==> src/rtl/dispatch_unit_pkg.sv <==
// -----------------------------------------------------------------------------
// dispatch_unit_pkg
//   Shared types, constants and helpers for the dispatch stage.
//   - NULL_TAG / ZERO_WORD / ZERO_REG_INDEX / TRUE / FALSE constants
//   - rob_tag_t, inst_t, reg_idx_t, word_t field types (the tag, opcode and
//     register-index ranges of the bus)
//   - dispatch_state_e FSM encoding (StRun, StFlush)
//   - operand_t plus resolve_operand(), the rename/forward priority chain
// -----------------------------------------------------------------------------
package dispatch_unit_pkg;

    localparam int unsigned ROB_TAG_W = 4;
    localparam int unsigned INST_W    = 6;
    localparam int unsigned REG_NUM   = 32;
    localparam int unsigned REG_IDX_W = 5;
    localparam int unsigned WORD_W    = 32;

    typedef logic [ROB_TAG_W-1:0] rob_tag_t;
    typedef logic [INST_W-1:0]    inst_t;
    typedef logic [REG_IDX_W-1:0] reg_idx_t;
    typedef logic [WORD_W-1:0]    word_t;

    localparam rob_tag_t NULL_TAG       = '0;
    localparam word_t    ZERO_WORD      = '0;
    localparam reg_idx_t ZERO_REG_INDEX = '0;
    localparam logic     TRUE           = 1'b1;
    localparam logic     FALSE          = 1'b0;

    typedef enum logic [0:0] {
        StRun   = 1'b0,
        StFlush = 1'b1
    } dispatch_state_e;

    typedef struct packed {
        word_t    v;
        rob_tag_t q;
    } operand_t;

    // Resolve one source operand. Priority: x0, not renamed, ALU CDB, LSB CDB,
    // still pending. The *_fwd enables gate the CDB paths off when forwarding
    // is not built in.
    function automatic operand_t resolve_operand(
        input reg_idx_t src,
        input rob_tag_t tag,
        input word_t    rf_val,
        input logic     alu_fwd,
        input rob_tag_t alu_tag,
        input word_t    alu_val,
        input logic     lsb_fwd,
        input rob_tag_t lsb_tag,
        input word_t    lsb_val
    );
        operand_t op;
        op.v = ZERO_WORD;
        op.q = NULL_TAG;
        if (src == ZERO_REG_INDEX) begin
            op.v = ZERO_WORD;
        end else if (tag == NULL_TAG) begin
            op.v = rf_val;
        end else if ((alu_fwd == TRUE) && (tag == alu_tag)) begin
            op.v = alu_val;
        end else if ((lsb_fwd == TRUE) && (tag == lsb_tag)) begin
            op.v = lsb_val;
        end else begin
            op.q = tag;
        end
        return op;
    endfunction

    // A live broadcast that carries the tag a pending source is waiting for.
    function automatic logic tag_hit(
        input logic     pending,
        input rob_tag_t tag,
        input logic     bc_valid,
        input rob_tag_t bc_tag
    );
        return pending && bc_valid && (tag == bc_tag);
    endfunction

endpackage

==> src/rtl/dispatch_unit_if.sv <==
// -----------------------------------------------------------------------------
// dispatch_unit_if
//   Bundles every non-clock/reset signal around the dispatch stage.
//   slave  : view of the dispatch unit (decoder/RF/ROB/RS/CDB in, packet out)
//   master : view of the surrounding pipeline (drives inputs, sees packet)
//   Groups: decoder handshake (dec_*), register-file read (rf_*), ROB
//   allocation/commit (rob_*, commit_*), RS back-pressure (rs_full_in),
//   flush, ALU/LSB CDBs, and the registered dispatch packet (dis_*).
// -----------------------------------------------------------------------------
interface dispatch_unit_if;
    import dispatch_unit_pkg::*;

    // Decoder handshake
    logic     dec_valid_in;
    logic     dec_ready_out;
    inst_t    dec_inst_in;
    reg_idx_t dec_rs1_in;
    reg_idx_t dec_rs2_in;
    reg_idx_t dec_rd_in;
    logic     dec_use_rs2_in;
    word_t    dec_imm_in;
    word_t    dec_pc_in;

    // Register file read
    reg_idx_t rf_rs1_out;
    reg_idx_t rf_rs2_out;
    word_t    rf_val1_in;
    word_t    rf_val2_in;

    // ROB / RS
    rob_tag_t rob_tail_tag_in;
    logic     rob_full_in;
    logic     rob_alloc_out;
    logic     rs_full_in;
    logic     commit_signal_in;
    reg_idx_t commit_rd_in;
    rob_tag_t commit_tag_in;
    logic     flush_in;

    // Common data buses
    logic     alu_broadcast_signal_in;
    word_t    alu_result_in;
    rob_tag_t alu_dest_tag_in;
    logic     lsb_broadcast_signal_in;
    word_t    lsb_result_in;
    rob_tag_t lsb_dest_tag_in;

    // Dispatch packet
    logic     dis_new_inst_signal_out;
    inst_t    dis_inst_out;
    word_t    dis_imm_out;
    word_t    dis_pc_out;
    rob_tag_t dis_dest_out;
    word_t    dis_Vj_out;
    word_t    dis_Vk_out;
    rob_tag_t dis_Qj_out;
    rob_tag_t dis_Qk_out;

    modport slave (
        input  dec_valid_in, dec_inst_in, dec_rs1_in, dec_rs2_in, dec_rd_in,
        input  dec_use_rs2_in, dec_imm_in, dec_pc_in,
        output dec_ready_out,
        output rf_rs1_out, rf_rs2_out,
        input  rf_val1_in, rf_val2_in,
        input  rob_tail_tag_in, rob_full_in, rs_full_in,
        output rob_alloc_out,
        input  commit_signal_in, commit_rd_in, commit_tag_in, flush_in,
        input  alu_broadcast_signal_in, alu_result_in, alu_dest_tag_in,
        input  lsb_broadcast_signal_in, lsb_result_in, lsb_dest_tag_in,
        output dis_new_inst_signal_out, dis_inst_out, dis_imm_out, dis_pc_out,
        output dis_dest_out, dis_Vj_out, dis_Vk_out, dis_Qj_out, dis_Qk_out
    );

    modport master (
        output dec_valid_in, dec_inst_in, dec_rs1_in, dec_rs2_in, dec_rd_in,
        output dec_use_rs2_in, dec_imm_in, dec_pc_in,
        input  dec_ready_out,
        input  rf_rs1_out, rf_rs2_out,
        output rf_val1_in, rf_val2_in,
        output rob_tail_tag_in, rob_full_in, rs_full_in,
        input  rob_alloc_out,
        output commit_signal_in, commit_rd_in, commit_tag_in, flush_in,
        output alu_broadcast_signal_in, alu_result_in, alu_dest_tag_in,
        output lsb_broadcast_signal_in, lsb_result_in, lsb_dest_tag_in,
        input  dis_new_inst_signal_out, dis_inst_out, dis_imm_out, dis_pc_out,
        input  dis_dest_out, dis_Vj_out, dis_Vk_out, dis_Qj_out, dis_Qk_out
    );

endinterface

==> src/rtl/dispatch_unit_register_status_table.sv <==
// -----------------------------------------------------------------------------
// dispatch_unit_register_status_table
//   One ROB tag per architectural register (NULL_TAG = value is in the RF).
//   Ports:
//     clk, rst                     clock, synchronous active-high reset
//     i_rd_addr1/2, o_rd_tag1/2    two combinational lookups (pre-update)
//     i_rename_en/_rd/_tag         allocate a new producer tag for rd
//     i_commit_en/_rd/_tag         clear rd only if it still maps to that tag
//     i_flush                      clear the whole table
//   Priority per entry: reset/flush > rename > commit clear. x0 never renamed.
// -----------------------------------------------------------------------------
module dispatch_unit_register_status_table
    import dispatch_unit_pkg::*;
(
    input  logic     clk,
    input  logic     rst,
    input  reg_idx_t i_rd_addr1,
    input  reg_idx_t i_rd_addr2,
    output rob_tag_t o_rd_tag1,
    output rob_tag_t o_rd_tag2,
    input  logic     i_rename_en,
    input  reg_idx_t i_rename_rd,
    input  rob_tag_t i_rename_tag,
    input  logic     i_commit_en,
    input  reg_idx_t i_commit_rd,
    input  rob_tag_t i_commit_tag,
    input  logic     i_flush
);

    rob_tag_t r_status [REG_NUM];

    always_ff @(posedge clk) begin
        if (rst || i_flush) begin
            for (int i = 0; i < int'(REG_NUM); i++) begin
                r_status[i] <= NULL_TAG;
            end
        end else begin
            for (int i = 1; i < int'(REG_NUM); i++) begin
                if (i_rename_en && (i_rename_rd == reg_idx_t'(i))) begin
                    r_status[i] <= i_rename_tag;
                end else if (i_commit_en && (i_commit_rd == reg_idx_t'(i)) &&
                             (r_status[i] == i_commit_tag)) begin
                    // A newer rename leaves a stale commit without effect.
                    r_status[i] <= NULL_TAG;
                end
            end
            r_status[0] <= NULL_TAG;
        end
    end

    assign o_rd_tag1 = r_status[i_rd_addr1];
    assign o_rd_tag2 = r_status[i_rd_addr2];

endmodule

==> src/rtl/dispatch_unit.sv <==
// -----------------------------------------------------------------------------
// dispatch_unit
//   In-order issue stage between the decoder and the reservation station.
//   Accepts one instruction per cycle, allocates its ROB tag, renames rs1/rs2
//   through the register-status table, reads the RF and emits a registered
//   one-cycle dispatch packet.
//   Ports:
//     clk  clock
//     rst  synchronous active-high reset (enters the one-cycle FLUSH state)
//     bus  dispatch_unit_if.slave: decoder handshake, RF read, ROB/RS status,
//          commit, flush, ALU/LSB CDBs and the dis_* packet
//   Build option DISPATCH_BYPASS_EN:
//     defined   - same-cycle ALU/LSB CDB results are forwarded into Vj/Vk
//     undefined - no forwarding; an instruction whose pending source tag is
//                 being broadcast this cycle is held one cycle so the wakeup
//                 is not lost between dispatch and RS insertion
// -----------------------------------------------------------------------------
module dispatch_unit
    import dispatch_unit_pkg::*;
(
    input  logic           clk,
    input  logic           rst,
    dispatch_unit_if.slave bus
);

    // ------------------------------------------------------------------
    // Declarations
    // ------------------------------------------------------------------
    dispatch_state_e r_state;
    dispatch_state_e w_state_next;

    rob_tag_t w_tag1;
    rob_tag_t w_tag2;
    operand_t w_op_j;
    operand_t w_op_k_raw;
    operand_t w_op_k;
    logic     w_alu_fwd;
    logic     w_lsb_fwd;
    logic     w_hazard;
    logic     w_dec_ready;
    logic     w_fire;
    logic     w_rename_en;

    logic     r_dis_signal;
    inst_t    r_dis_inst;
    word_t    r_dis_imm;
    word_t    r_dis_pc;
    rob_tag_t r_dis_dest;
    word_t    r_dis_vj;
    word_t    r_dis_vk;
    rob_tag_t r_dis_qj;
    rob_tag_t r_dis_qk;

    // ------------------------------------------------------------------
    // Register-status table
    // ------------------------------------------------------------------
    assign w_rename_en = w_fire && (bus.dec_rd_in != ZERO_REG_INDEX);

    dispatch_unit_register_status_table u_rst_table (
        .clk          (clk),
        .rst          (rst),
        .i_rd_addr1   (bus.dec_rs1_in),
        .i_rd_addr2   (bus.dec_rs2_in),
        .o_rd_tag1    (w_tag1),
        .o_rd_tag2    (w_tag2),
        .i_rename_en  (w_rename_en),
        .i_rename_rd  (bus.dec_rd_in),
        .i_rename_tag (bus.rob_tail_tag_in),
        .i_commit_en  (bus.commit_signal_in),
        .i_commit_rd  (bus.commit_rd_in),
        .i_commit_tag (bus.commit_tag_in),
        .i_flush      (bus.flush_in)
    );

    // ------------------------------------------------------------------
    // Operand resolution
    // ------------------------------------------------------------------
`ifdef DISPATCH_BYPASS_EN
    assign w_alu_fwd = bus.alu_broadcast_signal_in;
    assign w_lsb_fwd = bus.lsb_broadcast_signal_in;
    assign w_hazard  = FALSE;
`else
    logic w_pend_j;
    logic w_pend_k;

    assign w_alu_fwd = FALSE;
    assign w_lsb_fwd = FALSE;
    assign w_pend_j  = (bus.dec_rs1_in != ZERO_REG_INDEX) && (w_tag1 != NULL_TAG);
    assign w_pend_k  = bus.dec_use_rs2_in && (bus.dec_rs2_in != ZERO_REG_INDEX) &&
                       (w_tag2 != NULL_TAG);
    // Without forwarding a broadcast of a pending tag would be missed by the
    // RS entry that only appears next cycle, so hold the instruction back.
    assign w_hazard  =
        tag_hit(w_pend_j, w_tag1, bus.alu_broadcast_signal_in, bus.alu_dest_tag_in) ||
        tag_hit(w_pend_j, w_tag1, bus.lsb_broadcast_signal_in, bus.lsb_dest_tag_in) ||
        tag_hit(w_pend_k, w_tag2, bus.alu_broadcast_signal_in, bus.alu_dest_tag_in) ||
        tag_hit(w_pend_k, w_tag2, bus.lsb_broadcast_signal_in, bus.lsb_dest_tag_in);
`endif

    assign w_op_j = resolve_operand(bus.dec_rs1_in, w_tag1, bus.rf_val1_in,
                                    w_alu_fwd, bus.alu_dest_tag_in, bus.alu_result_in,
                                    w_lsb_fwd, bus.lsb_dest_tag_in, bus.lsb_result_in);

    assign w_op_k_raw = resolve_operand(bus.dec_rs2_in, w_tag2, bus.rf_val2_in,
                                        w_alu_fwd, bus.alu_dest_tag_in, bus.alu_result_in,
                                        w_lsb_fwd, bus.lsb_dest_tag_in, bus.lsb_result_in);

    // Immediate-form instructions carry their second operand in imm.
    always_comb begin
        w_op_k = w_op_k_raw;
        if (!bus.dec_use_rs2_in) begin
            w_op_k.v = ZERO_WORD;
            w_op_k.q = NULL_TAG;
        end
    end

    // ------------------------------------------------------------------
    // FSM and handshake
    // ------------------------------------------------------------------
    always_ff @(posedge clk) begin
        if (rst) begin
            r_state <= StFlush;
        end else begin
            r_state <= w_state_next;
        end
    end

    always_comb begin
        w_state_next = r_state;
        w_dec_ready  = FALSE;
        case (r_state)
            StRun: begin
                w_state_next = StRun;
                w_dec_ready  = !bus.flush_in && !bus.rob_full_in && !bus.rs_full_in &&
                               !w_hazard;
            end
            StFlush: begin
                w_state_next = StRun;
            end
            default: begin
                w_state_next = StFlush;
            end
        endcase
        if (bus.flush_in) begin
            w_state_next = StFlush;
        end
    end

    assign w_fire = bus.dec_valid_in && w_dec_ready;

    assign bus.dec_ready_out = w_dec_ready;
    assign bus.rob_alloc_out = w_fire;
    assign bus.rf_rs1_out    = bus.dec_rs1_in;
    assign bus.rf_rs2_out    = bus.dec_rs2_in;

    // ------------------------------------------------------------------
    // Dispatch packet register; fields hold between pulses
    // ------------------------------------------------------------------
    always_ff @(posedge clk) begin
        if (rst) begin
            r_dis_signal <= FALSE;
            r_dis_inst   <= '0;
            r_dis_imm    <= ZERO_WORD;
            r_dis_pc     <= ZERO_WORD;
            r_dis_dest   <= NULL_TAG;
            r_dis_vj     <= ZERO_WORD;
            r_dis_vk     <= ZERO_WORD;
            r_dis_qj     <= NULL_TAG;
            r_dis_qk     <= NULL_TAG;
        end else begin
            r_dis_signal <= w_fire;
            if (w_fire) begin
                r_dis_inst <= bus.dec_inst_in;
                r_dis_imm  <= bus.dec_imm_in;
                r_dis_pc   <= bus.dec_pc_in;
                r_dis_dest <= bus.rob_tail_tag_in;
                r_dis_vj   <= w_op_j.v;
                r_dis_vk   <= w_op_k.v;
                r_dis_qj   <= w_op_j.q;
                r_dis_qk   <= w_op_k.q;
            end
        end
    end

    assign bus.dis_new_inst_signal_out = r_dis_signal;
    assign bus.dis_inst_out            = r_dis_inst;
    assign bus.dis_imm_out             = r_dis_imm;
    assign bus.dis_pc_out              = r_dis_pc;
    assign bus.dis_dest_out            = r_dis_dest;
    assign bus.dis_Vj_out              = r_dis_vj;
    assign bus.dis_Vk_out              = r_dis_vk;
    assign bus.dis_Qj_out              = r_dis_qj;
    assign bus.dis_Qk_out              = r_dis_qk;

endmodule

==> src/flat_wrapper.sv <==
// flat-port wrapper written by rule: the top's interface ports become plain ports
module dispatch_unit_flat import dispatch_unit_pkg::*;
  (clk, rst, bus_dec_valid_in, bus_dec_inst_in, bus_dec_rs1_in, bus_dec_rs2_in, bus_dec_rd_in, bus_dec_use_rs2_in, bus_dec_imm_in, bus_dec_pc_in, bus_dec_ready_out, bus_rf_rs1_out, bus_rf_rs2_out, bus_rf_val1_in, bus_rf_val2_in, bus_rob_tail_tag_in, bus_rob_full_in, bus_rs_full_in, bus_rob_alloc_out, bus_commit_signal_in, bus_commit_rd_in, bus_commit_tag_in, bus_flush_in, bus_alu_broadcast_signal_in, bus_alu_result_in, bus_alu_dest_tag_in, bus_lsb_broadcast_signal_in, bus_lsb_result_in, bus_lsb_dest_tag_in, bus_dis_new_inst_signal_out, bus_dis_inst_out, bus_dis_imm_out, bus_dis_pc_out, bus_dis_dest_out, bus_dis_Vj_out, bus_dis_Vk_out, bus_dis_Qj_out, bus_dis_Qk_out);
  dispatch_unit_if bus_i ();
  input  logic clk;
  input  logic rst;
  input wire logic [$bits(bus_i.dec_valid_in)-1:0] bus_dec_valid_in;
  input wire logic [$bits(bus_i.dec_inst_in)-1:0] bus_dec_inst_in;
  input wire logic [$bits(bus_i.dec_rs1_in)-1:0] bus_dec_rs1_in;
  input wire logic [$bits(bus_i.dec_rs2_in)-1:0] bus_dec_rs2_in;
  input wire logic [$bits(bus_i.dec_rd_in)-1:0] bus_dec_rd_in;
  input wire logic [$bits(bus_i.dec_use_rs2_in)-1:0] bus_dec_use_rs2_in;
  input wire logic [$bits(bus_i.dec_imm_in)-1:0] bus_dec_imm_in;
  input wire logic [$bits(bus_i.dec_pc_in)-1:0] bus_dec_pc_in;
  output wire logic [$bits(bus_i.dec_ready_out)-1:0] bus_dec_ready_out;
  output wire logic [$bits(bus_i.rf_rs1_out)-1:0] bus_rf_rs1_out;
  output wire logic [$bits(bus_i.rf_rs2_out)-1:0] bus_rf_rs2_out;
  input wire logic [$bits(bus_i.rf_val1_in)-1:0] bus_rf_val1_in;
  input wire logic [$bits(bus_i.rf_val2_in)-1:0] bus_rf_val2_in;
  input wire logic [$bits(bus_i.rob_tail_tag_in)-1:0] bus_rob_tail_tag_in;
  input wire logic [$bits(bus_i.rob_full_in)-1:0] bus_rob_full_in;
  input wire logic [$bits(bus_i.rs_full_in)-1:0] bus_rs_full_in;
  output wire logic [$bits(bus_i.rob_alloc_out)-1:0] bus_rob_alloc_out;
  input wire logic [$bits(bus_i.commit_signal_in)-1:0] bus_commit_signal_in;
  input wire logic [$bits(bus_i.commit_rd_in)-1:0] bus_commit_rd_in;
  input wire logic [$bits(bus_i.commit_tag_in)-1:0] bus_commit_tag_in;
  input wire logic [$bits(bus_i.flush_in)-1:0] bus_flush_in;
  input wire logic [$bits(bus_i.alu_broadcast_signal_in)-1:0] bus_alu_broadcast_signal_in;
  input wire logic [$bits(bus_i.alu_result_in)-1:0] bus_alu_result_in;
  input wire logic [$bits(bus_i.alu_dest_tag_in)-1:0] bus_alu_dest_tag_in;
  input wire logic [$bits(bus_i.lsb_broadcast_signal_in)-1:0] bus_lsb_broadcast_signal_in;
  input wire logic [$bits(bus_i.lsb_result_in)-1:0] bus_lsb_result_in;
  input wire logic [$bits(bus_i.lsb_dest_tag_in)-1:0] bus_lsb_dest_tag_in;
  output wire logic [$bits(bus_i.dis_new_inst_signal_out)-1:0] bus_dis_new_inst_signal_out;
  output wire logic [$bits(bus_i.dis_inst_out)-1:0] bus_dis_inst_out;
  output wire logic [$bits(bus_i.dis_imm_out)-1:0] bus_dis_imm_out;
  output wire logic [$bits(bus_i.dis_pc_out)-1:0] bus_dis_pc_out;
  output wire logic [$bits(bus_i.dis_dest_out)-1:0] bus_dis_dest_out;
  output wire logic [$bits(bus_i.dis_Vj_out)-1:0] bus_dis_Vj_out;
  output wire logic [$bits(bus_i.dis_Vk_out)-1:0] bus_dis_Vk_out;
  output wire logic [$bits(bus_i.dis_Qj_out)-1:0] bus_dis_Qj_out;
  output wire logic [$bits(bus_i.dis_Qk_out)-1:0] bus_dis_Qk_out;
  assign bus_i.dec_valid_in = bus_dec_valid_in;
  assign bus_i.dec_inst_in = bus_dec_inst_in;
  assign bus_i.dec_rs1_in = bus_dec_rs1_in;
  assign bus_i.dec_rs2_in = bus_dec_rs2_in;
  assign bus_i.dec_rd_in = bus_dec_rd_in;
  assign bus_i.dec_use_rs2_in = bus_dec_use_rs2_in;
  assign bus_i.dec_imm_in = bus_dec_imm_in;
  assign bus_i.dec_pc_in = bus_dec_pc_in;
  assign bus_dec_ready_out = bus_i.dec_ready_out;
  assign bus_rf_rs1_out = bus_i.rf_rs1_out;
  assign bus_rf_rs2_out = bus_i.rf_rs2_out;
  assign bus_i.rf_val1_in = bus_rf_val1_in;
  assign bus_i.rf_val2_in = bus_rf_val2_in;
  assign bus_i.rob_tail_tag_in = bus_rob_tail_tag_in;
  assign bus_i.rob_full_in = bus_rob_full_in;
  assign bus_i.rs_full_in = bus_rs_full_in;
  assign bus_rob_alloc_out = bus_i.rob_alloc_out;
  assign bus_i.commit_signal_in = bus_commit_signal_in;
  assign bus_i.commit_rd_in = bus_commit_rd_in;
  assign bus_i.commit_tag_in = bus_commit_tag_in;
  assign bus_i.flush_in = bus_flush_in;
  assign bus_i.alu_broadcast_signal_in = bus_alu_broadcast_signal_in;
  assign bus_i.alu_result_in = bus_alu_result_in;
  assign bus_i.alu_dest_tag_in = bus_alu_dest_tag_in;
  assign bus_i.lsb_broadcast_signal_in = bus_lsb_broadcast_signal_in;
  assign bus_i.lsb_result_in = bus_lsb_result_in;
  assign bus_i.lsb_dest_tag_in = bus_lsb_dest_tag_in;
  assign bus_dis_new_inst_signal_out = bus_i.dis_new_inst_signal_out;
  assign bus_dis_inst_out = bus_i.dis_inst_out;
  assign bus_dis_imm_out = bus_i.dis_imm_out;
  assign bus_dis_pc_out = bus_i.dis_pc_out;
  assign bus_dis_dest_out = bus_i.dis_dest_out;
  assign bus_dis_Vj_out = bus_i.dis_Vj_out;
  assign bus_dis_Vk_out = bus_i.dis_Vk_out;
  assign bus_dis_Qj_out = bus_i.dis_Qj_out;
  assign bus_dis_Qk_out = bus_i.dis_Qk_out;
  dispatch_unit u_core (.clk(clk), .rst(rst), .bus(bus_i));
endmodule
==> config.mk <==
export PLATFORM = sky130hd
export DESIGN_NAME = dispatch_unit_flat
export DESIGN_NICKNAME = d
export VERILOG_FILES = /design/src/rtl/dispatch_unit_pkg.sv /design/src/rtl/dispatch_unit_if.sv /design/src/rtl/dispatch_unit_register_status_table.sv /design/src/rtl/dispatch_unit.sv /design/src/flat_wrapper.sv
export SDC_FILE = /design/constraint.sdc
export NUM_CORES = 1
export LEC_CHECK = 0
export CORE_MARGIN = 2
export CORE_UTILIZATION = 50
export CTS_CLUSTER_DIAMETER = 200
export DETAILED_ROUTE_END_ITERATION = 12
export HOLD_SLACK_MARGIN = 0.08
export MAX_ROUTING_LAYER = met4
export PLACE_DENSITY = 0.86
export SETUP_SLACK_MARGIN = 0.02
export SYNTH_ARGS = -nofsm -noshare
export SYNTH_HDL_FRONTEND = slang
export SYNTH_HIERARCHICAL = 1
export SYNTH_SLANG_ARGS = --single-unit
==> constraint.sdc <==
create_clock -name clk -period 8.6 [get_ports clk]
set_input_delay 2.15 -clock clk [delete_from_list [all_inputs] [get_ports clk]]
set_output_delay 2.15 -clock clk [all_outputs]
set_load 0.01 [all_outputs]
==> results by group <==
Critical path
  • CP max FO: 26
  • CP delay by family, top: buffers and inverters
  • Worst path slowest cell: buf_2
  • Crit Path Class: in -> out
  • CP endpoint kind: output port
  • CP Depth: 9
  • Crit-path cells: buf_2, mux4_2, a22o_1, o21ai_0, o31ai_1, or4_1, o211a_2, nor3_4, clkdlybuf4s50_1
  • Startpoint types: primary input
  • CP Launch Point: bus_dec_rs2_in[0]
  • Reg2reg start: u_core/u_rst_table/r_status[16][0]
  • Worst Path Required: 6450 ps
  • WP data arrival: 6010 ps
  • CP peak stage delay: 670 ps
  • Worst R2R Path Depth: 13
  • Worst Path Buf+Inv: 2

Routing
  • Drt wl/cell: 23.93 um
  • DRT antenna net count: 0
  • Via density: ~6.3
  • 1st-iter DRT viols: 1603
  • Vias: 14030
  • Total Wirelength: 53.25 mm
  • Drt drc: 0
  • 1st-pass router iterations: 5

Yosys
  • Cell Area, Synth: around 15000 sq um
  • Synth area leaders: dfxtp_1, edfxtp_1, mux2i_1
  • Post-synth EDFFs: 68
  • Mean post-synth cell area: slightly below 10 sq um
  • Yosys top cell area share: 0.2639
  • Synthesis Warnings: 6
  • FFs w/ async S/R, synth: 0
  • Sequential cell area fraction in the yosys report: 0.3959
  • Synth area leader: dfxtp_1
  • Count leader, synth: dfxtp_1
  • Post-synth net total: 1800
  • Seq cells post-synth: 272
  • Cells after Synth: 1556
  • Top_reg_cell synth: dfxtp_1
  • Most frequent cells after synthesis: dfxtp_1, mux2i_1, clkbuf_1, nand4_1, a21oi_1
  • Count of different cell masters after synthesis: 64

Floorplan
  • Die area: between 30000 and 40000 sq um
  • I/O pin count: 403
  • Vert. Die Dim: 179.9 um
  • Core area: 30510 sq um
  • Die width: 179.9 um
  • # rows: 64
  • Initial Util: 0.5071

Clock tree
  • Clk buf depth: 3
  • Clock-pin slew on the worst setup and hold paths: ~60 ps
  • H-tree Lvls: 1
  • Total CTS buffers: 30
  • CTS tree: built
  • Root buf cell: clkbuf_16
  • CTS sink cnt: 272
  • CTS resizes: 0
  • Post-CTS Setup Inserts: 0
  • Hold buffer count at cts: 0
  • Worst-skew pair later-pin latency: 570 ps

Final layout
  • Filler cells: ~2400
  • Nets: 2039
  • Area delta synth->final: 28.03%
  • Share of cells above drive strength 1: 0.09571

Timing
  • Least-Margin Pin Slew: 1161 ps
  • Hold Fails Final Rpt: 0
  • Fmax achieved: about 0.12 GHz
  • Final setup TNS: 0 ps
  • Clock skew: 15.30 ps
  • Final min period: 8159 ps
  • Worst setup margin: 441.5 ps
  • Slew Viols, Final: 0
  • Final setup fails: 0
  • RSZ-0062 raised after global routing: no
  • Fin crit share: 0.9487
  • Relative slew slack: 0.2260

Global routing
  • Largest net degree at the start of global routing: between 90 and 100
  • Vias in the first global route: 13690
  • First-pass GRT wire length: 80.02 mm
  • Congestion Overflow GR: 0
  • Total GRT Usage: 0.3203
  • Initial antenna violation count: 11

Pwr
  • Lkg Pwr: 6.794 nW
  • Cell Pwr Density: ~150 nW/um^2
  • Peak VDD IR: 0.1554 mV

Flow run
  • Max-Cap Viols: 0

Place
  • Estimated wirelength of the detail-placed design: between 30 and 40 mm
  • Buffers on Ports: 338
  • Routability cong.: 1.007
  • Pre-CTS setup slack: 462.2 ps

Worst hold path
  • Hold path cells: 2
  • Hold WC Path Type: reg -> reg
  • Hold wc startpoint: u_core/bus.dis_imm_out[6]

Run status
  • Status: complete, no violations
==> logic make-up (layout without fill, tap and decap cells) <==
family          count (synthesis)  in the layout  share of synthesized area
other cells                     0             11                          0
simple gates                  502            502                     0.1846
mux                           188            188                     0.1614
xor+xnor                      137            137                    0.07755
flops                         272            272                     0.3959
compound gates                288            288                     0.1262
buf+inv                       169            431                    0.05426
==> per-stage QoR <==
stage / area, sq um / util / instances / power, mW / hold slack (ps)
5_1_grt: 19810 / 0.6493 / 2225 / 3.116 / 485.7
3_5_place_dp: 18760 / 0.6148 / 2159 / 1.737 / 459.5
6_report: 19810 / 0.6493 / 2225 / 3.036 / 467.8
3_3_place_gp: 18760 / 0.6148 / 2159 / 1.730 / 453.4
2_1_floorplan: 15470 / - / 1556 / 1.574 / 492.6
4_1_cts: 19780 / 0.6484 / 2214 / 3.046 / 468.0
==> flip-flops by register name, indices dropped and copies added (netlist names) <==
register,flops
u_core/u_rst_table/r_status,124
u_core/bus.dis_Vj_out,32
u_core/bus.dis_Vk_out,32
u_core/bus.dis_imm_out,32
u_core/bus.dis_pc_out,32
u_core/bus.dis_inst_out,6
u_core/bus.dis_Qj_out,4
u_core/bus.dis_Qk_out,4
u_core/bus.dis_dest_out,4
u_core/bus.dis_new_inst_signal_out,1
u_core/r_state,1
==> routing by layer <==
layer	track usage	up-vias	wire length (um)
li1	-	6208	-
met5	-	-	0
met1	0.3865	6827	20020
met4	0.1307	0	1921
met3	0.05997	137	5188
met2	0.5284	856	26120
==> worst paths after layout <==
kind | endpoint | slack, ps
worst min-delay path | u_core/bus.dis_imm_out[6] | 470
worst min register to register | u_core/bus.dis_imm_out[6] | 470
worst max register to register | u_core/u_rst_table/r_status[7][3] | 2690
worst max-delay path | bus_rob_alloc_out | 440
==> where the power goes <==
group | leakage [nW] | internal, mW | switching, mW
clock | 0.520 | 0.771 | 0.544
combinational | 3.87 | 0.173 | 0.205
sequential | 2.41 | 1.33 | 0.0163
total | 6.79 | 2.27 | 0.766
==> cell usage in the layout (no fill, tap or decap), types with 4 or more instances in the layout <==
master,instances
clkbuf_8,10
mux2i_1,128
xor2_1,68
or4_1,5
nand3b_1,8
buf_2,7
nand2b_1,82
clkbuf_16,31
nand4_1,88
clkinv_2,9
buf_4,29
xnor2_1,69
o22ai_1,5
nand2_1,82
and2_1,70
a22o_1,32
inv_1,9
mux2_2,12
a22oi_1,12
and3_1,8
nor4bb_1,4
or3_1,4
mux4_2,48
diode_2,11
nor2b_1,13
dfxtp_1,204
a31o_2,5
nor4_1,9
a31oi_1,9
clkdlybuf4s50_1,330
o31ai_1,81
nor2_1,60
edfxtp_1,68
nor3_1,31
nand3_1,15
a21oi_1,87
o211ai_1,5
o21ai_0,24
a211oi_1,6
==> final cells by class <==
type | instances | area [sq um] | area share
tap | 396 | 495.5 | 0.02501
multi-input combinational | 1115 | 8527 | 0.4305
sequential | 272 | 6126 | 0.3092
timing repair buffer | 367 | 3576 | 0.1805
antenna | 11 | 27.53 | 0.001390
clock inverter | 13 | 106.4 | 0.005369
inverter | 9 | 33.78 | 0.001705
clock buffer | 42 | 917.1 | 0.04630
==> worst register-to-register path: stages (launching register included) <==
cell and delay (ps):
edfxtp_1 450, mux4_2 550, a22o_1 200, o21ai_0 390
o31ai_1 270, or4_1 660, o211a_2 190, nor3_4 330
buf_4 650, o21a_1 420, or4b_1 720, or3_1 460
nor2_1 310, and2_1 190
(Power assumes the default switching activity.)
